## src/rtl/count_snapshot_fifo.sv

```systemverilog
// Timestamp capture FIFO: snapshots a live counter on each event strobe and
// streams the captured values out over a valid/ready interface.
module count_snapshot_fifo #(
    parameter int WIDTH = 64,
    parameter int DEPTH = 4,
    parameter int DROPW = 8
) (
    input  logic                     clk,
    input  logic                     rst,
    input  logic [WIDTH-1:0]         count_in,
    input  logic                     event_in,
    output logic                     out_valid,
    input  logic                     out_ready,
    output logic [WIDTH-1:0]         out_data,
    output logic [$clog2(DEPTH):0]   level,
    output logic                     full,
    output logic                     empty,
    output logic                     overflow,
    output logic [DROPW-1:0]         drop_cnt
);

    localparam int AW = $clog2(DEPTH);
    localparam int LW = AW + 1;

    logic [WIDTH-1:0] mem [DEPTH];
    logic [AW-1:0]    rd_ptr;
    logic [AW-1:0]    wr_ptr;
    logic             push;
    logic             pop;
    logic             drop;

    assign full      = (level == LW'(DEPTH));
    assign empty     = (level == '0);
    assign out_valid = ~empty;
    assign out_data  = mem[rd_ptr];

    assign pop  = out_valid & out_ready;
    assign push = event_in & (~full | pop);
    assign drop = event_in & full & ~pop;

    always_ff @(posedge clk) begin
        if (rst) begin
            rd_ptr   <= '0;
            wr_ptr   <= '0;
            level    <= '0;
            overflow <= 1'b0;
            drop_cnt <= '0;
            for (int i = 0; i < DEPTH; i++) begin
                mem[i] <= '0;
            end
        end else begin
            if (push) begin
                mem[wr_ptr] <= count_in;
                wr_ptr      <= wr_ptr + 1'b1;
            end
            if (pop) begin
                rd_ptr <= rd_ptr + 1'b1;
            end
            case ({push, pop})
                2'b10:   level <= level + 1'b1;
                2'b01:   level <= level - 1'b1;
                default: level <= level;
            endcase
            // Drop counter saturates so a long overrun never wraps to small values
            if (drop) begin
                overflow <= 1'b1;
                if (drop_cnt != '1) begin
                    drop_cnt <= drop_cnt + 1'b1;
                end
            end
        end
    end

`ifdef FORMAL
    logic past_ok = 1'b0;
    always_ff @(posedge clk) past_ok <= 1'b1;

    always_ff @(posedge clk) begin
        assert (level <= LW'(DEPTH));
        assert (!(full && empty));
        if (past_ok && !$past(rst)) begin
            if ($past(out_valid && !out_ready)) begin
                assert (out_data == $past(out_data));
            end
            if ($past(overflow)) begin
                assert (overflow);
            end
            assert (drop_cnt >= $past(drop_cnt));
        end
    end
`endif

endmodule

```

## config.mk

```make
export PLATFORM = sky130hd
export DESIGN_NAME = count_snapshot_fifo
export DESIGN_NICKNAME = d
export VERILOG_FILES = /design/src/rtl/count_snapshot_fifo.sv
export SDC_FILE = /design/constraint.sdc
export NUM_CORES = 1
export LEC_CHECK = 0
export CAP_MARGIN = 20
export CORE_MARGIN = 2
export CORE_UTILIZATION = 30
export CTS_CLUSTER_DIAMETER = 60
export CTS_CLUSTER_SIZE = 40
export DETAILED_ROUTE_END_ITERATION = 16
export PLACE_DENSITY = 0.48
export SLEW_MARGIN = 20
export SYNTH_ARGS = -nofsm -noshare
export SYNTH_HDL_FRONTEND = slang
export SYNTH_SLANG_ARGS = --single-unit
export TNS_END_PERCENT = 50
```

## constraint.sdc

```tcl
create_clock -name clk -period 6.2 [get_ports clk]
set_clock_uncertainty 0.1 [all_clocks]
set_input_delay 1.24 -clock clk [delete_from_list [all_inputs] [get_ports clk]]
set_output_delay 1.24 -clock clk [all_outputs]
set_load 0.03 [all_outputs]
```

-- Word-level counts from Yosys, hierarchy flattened
Memories as Yosys holds them, arrays and structs flattened. A register that Yosys moved wholly into a read port is not among the register bits.
Cells that the tools add are included.
- register bits: 16
- memory bits (writable): 256
- bits of input ports: 68
- output and inout bits: 79
- logic and storage cells: 38
- memories kept: 1
- memories (memory ; words ; bits a word ; rd ports ; clocked after Yosys merged registers in ; wr ports ; RTL line ; source):
    mem ; 4 ; 64 ; 1 ; 1 ; 4 ; 25 ; logic [WIDTH-1:0] mem [DEPTH];
- $add $sub $neg: 5
- equality and inequality tests: 4
- mux-type cells: 11
- bitwise logic cells: 8
- reductions and logical operators: 4
- operator list (kind ; number):
    64-bit two-way mux ; 1
    64-bit OR reduction ; 1
    8-bit by 1-bit adder with 8-bit output, second input constant ; 1
    8-bit inequality test, second input constant ; 1
    1-bit two-way mux ; 6
    2-bit two-way mux ; 3
    3-bit one-hot mux with 2 select lines ; 1
    2-bit by 1-bit adder with 2-bit output, second input constant ; 2
    1-bit AND ; 4
    3-bit by 1-bit adder with 3-bit output, second input constant ; 1
    3-bit equality test, second input constant ; 1
    3-bit zero test ; 1
    1-bit inverter ; 3
    3-bit by 1-bit subtractor with 3-bit output, second input constant ; 1
    2-bit by 1-bit equality test with 1-bit output, second input constant ; 1
    2-bit equality test, second input constant ; 1
    2-bit AND reduction ; 1
    2-bit nonzero test ; 1
    1-bit OR ; 1

-- Logic depth before layout (Yosys ltp)
- word-level depth: 10
- depth in mapped cells: 7
- mapped depth without buffers: 6

-- Least setup slack after synthesis
No wires, ideal clock.
- path type: input -> register
- start: input event_in
- end: memory mem[1][0], enable pin
- setup time: 0.499 ns
- arrival time: 4.542 ns
- required time: 5.601 ns
- slack: 1.059 ns
- stages: 3
- buffers on the path: 1
- cells stage by stage: buf_2 nand2_1 o21bai_1
- RTL lines (item ; RTL line ; source):
    start, declared ; 11 ; input logic event_in,
    end, declared ; 25 ;

==> key figures <==
Outcome
  • Status: finished, final reports clean

Hold path
  • WHS Path Cells: 2
  • Worst hold path endpoint: overflow
  • Min-delay src: overflow
  • HP Class: reg2reg

Global route
  • Total global-route track usage: 0.139
  • Overflow after GRT: 0
  • Initial antenna violation count: 2
  • First-pass GRT wire length: 42600 µm
  • Grt met1 use: 0.182
  • Largest net degree at the start of global routing: 66
  • GR met3 Demand/Resource: 0.0305
  • GR peak layer: met2
  • Vias in the first global route: 7197
  • Met2 usage: 0.237

Timing
  • WHS: 373 ps
  • Slew margin rel.: 0.307
  • Post-Route Setup TNS: 0 ps
  • Tmin final: 4280 ps
  • Tcrit/Tclk final: 0.691
  • RSZ-0062 raised after global routing: no
  • Count of pins over their slew limit: 0
  • Max frequency: 234 MHz
  • Worst slew pin tran: 1040 ps
  • # setup viols final: 0
  • Hold Violations, Final: 0

Synth
  • Gate Count Post-Synth: 789
  • Post-synth top area share: 0.661
  • Sequential fraction of the synthesis area: 0.692
  • Yosys top cell by area: edfxtp_1
  • Asr flop ratio synth: 0
  • Syn Area/Cell: 14.7 µm²
  • Top-count cell post-synth: edfxtp_1
  • Main synth FF type: edfxtp_1
  • Largest cells by area after synthesis: edfxtp_1 (66%), mux4_2 (12%), nor2_1 (4.7%), and2_1 (3.4%), dfxtp_1 (3.1%)
  • Synthesized area: 11600 µm²
  • Ys Warns: 0
  • Synthesized flop and latch total: 274
  • Post-synth EDFFs: 256
  • Top cells by count, synth: edfxtp_1 (256), nor2_1 (145), inv_1 (69), nand2_1 (69)
  • Count of different cell masters after synthesis: 46
  • Syn nets: 859

CTS
  • Post-CTS setup buffer count: 0
  • CTS Buf Count: 25
  • CTS Buffer Depth: 3
  • Root Driver: clkbuf_16
  • CTS H-tree depth: 1
  • Worst skew pair latency: 530 ps
  • CTS tree: built
  • CTS Hold Buffers Added: 0
  • Post-cts resize count: 0
  • CTS sink count: 274
  • Clock-pin transition on the worst setup and hold timing paths: 70 ps

Worst setup path
  • Worst reg2reg path depth: 3
  • Reg2reg setup slack: 3410 ps
  • Req. time, crit path: 4860 ps
  • CP max stage cell: clkdlybuf4s50_1
  • Top fanout value on the critical path: 31
  • CP Launch Type: flop
  • Crit-path max cell delay: 650 ps
  • Worst path cell trace: buf_16 -> buf_4 -> mux4_2 -> clkdlybuf4s50_1
  • Worst Path Class, Setup: reg2out
  • Worst R2R Start: wr_ptr[0]
  • Crit end category: primary output
  • Crit path arrival time: 2940 ps
  • R2R Path End: mem[1][18]

Power
  • Pwr dens: 319 nW/µm²
  • Clock group share of total power: 0.336
  • Max VDD drop: 0.182 mV
  • P_leak: 5.40 nW
  • Combinational Power Share: 0.184
  • Sw Ratio: 0.279
  • Power Internal: 3.35 mW
  • Switching power total: 1.29 mW
  • Sequential power share: 0.480

Drt
  • Antenna Nets Post-Route: 0
  • DR iter-0 viols: 318
  • DRT Wirelength: 27700 µm
  • Wire length per cell: 18.9 µm
  • # DRC: 0
  • Vias per inst: 4.49
  • DRT Pass-1 Iters: 4
  • Via Count: 6582

Floorplanning
  • Die X: 201 µm
  • Die height: 201 µm
  • Core area: 38500 µm²
  • I/O Pins: 147
  • Die ar.: 40300 µm²
  • Starting Density: 0.302
  • Row count: 72

Final layout
  • Storage cell area: 8060 µm²
  • Area grow syn2layout: 25.2%
  • Layout cells sized above 1: 0.147
  • Nets@finish: 999
  • Area of the multi-input gates: 3170 µm²
  • Fillers: 3665

Job
  • Max-cap violations: 0

Place
  • Placer Congestion: 0.710
  • # port buffers: 146
  • DP HPWL: 15000 µm
-- worst max-delay path, delay by kind of cell (launching register included) --
kind     cells  cell delay (ps)
buf+inv      3             1260
flops        1              580
mux          1              520
-- area by class of cell --
| type | instances | area share |
|---|---|---|
| sequential | 274 | 0.554 |
| multi-input combinational | 399 | 0.218 |
| timing repair buffer | 160 | 0.109 |
| tap | 518 | 0.0446 |
| clock buffer | 25 | 0.0430 |
| inverter | 69 | 0.0178 |
| clock inverter | 21 | 0.0137 |
| antenna | 1 | 0.000172 |
-- cells in the final DEF, fill, tap and decap left out, types with 3 or more instances in the layout --
| cell | instances |
|---|---|
| dfxtp_1 | 16 |
| buf_4 | 13 |
| inv_1 | 69 |
| nand2_1 | 69 |
| o31ai_1 | 3 |
| clkdlybuf4s50_1 | 146 |
| clkinv_2 | 4 |
| xor2_1 | 6 |
| and2_1 | 64 |
| nand3_1 | 4 |
| nor2_1 | 145 |
| mux4_2 | 64 |
| clkinv_4 | 3 |
| a21oi_1 | 5 |
| edfxtp_1 | 256 |
| inv_6 | 6 |
| nor2b_1 | 3 |
| clkbuf_16 | 25 |
-- registers in the layout, summed over array words and instances (netlist names), named ones only --
signal    flops
mem         256
rd_ptr        2
drop_cnt      8
overflow      1
level         3
wr_ptr        2
-- power groups by stage --
stage                     Clock (mW)  Combinational, mW  Sequential, mW
after global routing            1.68              0.916            2.24
after CTS                       1.61              0.847            2.26
after floorplan                    0              0.537            2.24
after detailed placement           0              0.844            2.30
after global placement             0              0.845            2.30
final                           1.56              0.857            2.23
-- cell families after synthesis --
kind of cell / count (synthesis) / share of synthesized area
adders and majority gates: 2 / 0.00280
AOI/OAI and AO/OA: 22 / 0.0136
buffers and inverters: 116 / 0.0399
DFF: 274 / 0.692
muxes: 67 / 0.127
and+or+nand+nor: 301 / 0.119
xor gates and xnor gates: 7 / 0.00528
-- metrics by stage --
step	cell area (µm²)	setup WS, ps	power, mW	std cells	util
floorplan	11600	1060	2.78	789	-
global placement	13700	2000	3.14	1419	0.356
detailed placement	13700	1960	3.14	1419	0.356
CTS	14500	1530	4.72	1465	0.377
global route	14500	1720	4.84	1466	0.378
finish	14500	1920	4.65	1467	0.378
-- worst max-delay path by stage --
stage | depth (start not counted) | endpoint
after floorplan | 3 | mem[1][0]
after global placement | 6 | mem[0][62]
after detailed placement | 6 | mem[0][62]
after CTS | 3 | out_data[57]
after global routing | 4 | out_data[57]
final | 4 | out_data[55]
-- per-layer routing --
layer	routed length, µm	vias to the layer above
met3	1520	32
li1	-	3093
met5	13	-
met4	444	2
met1	12200	3316
met2	13600	139
No activity file was read; power rests on OpenSTA's default activity.
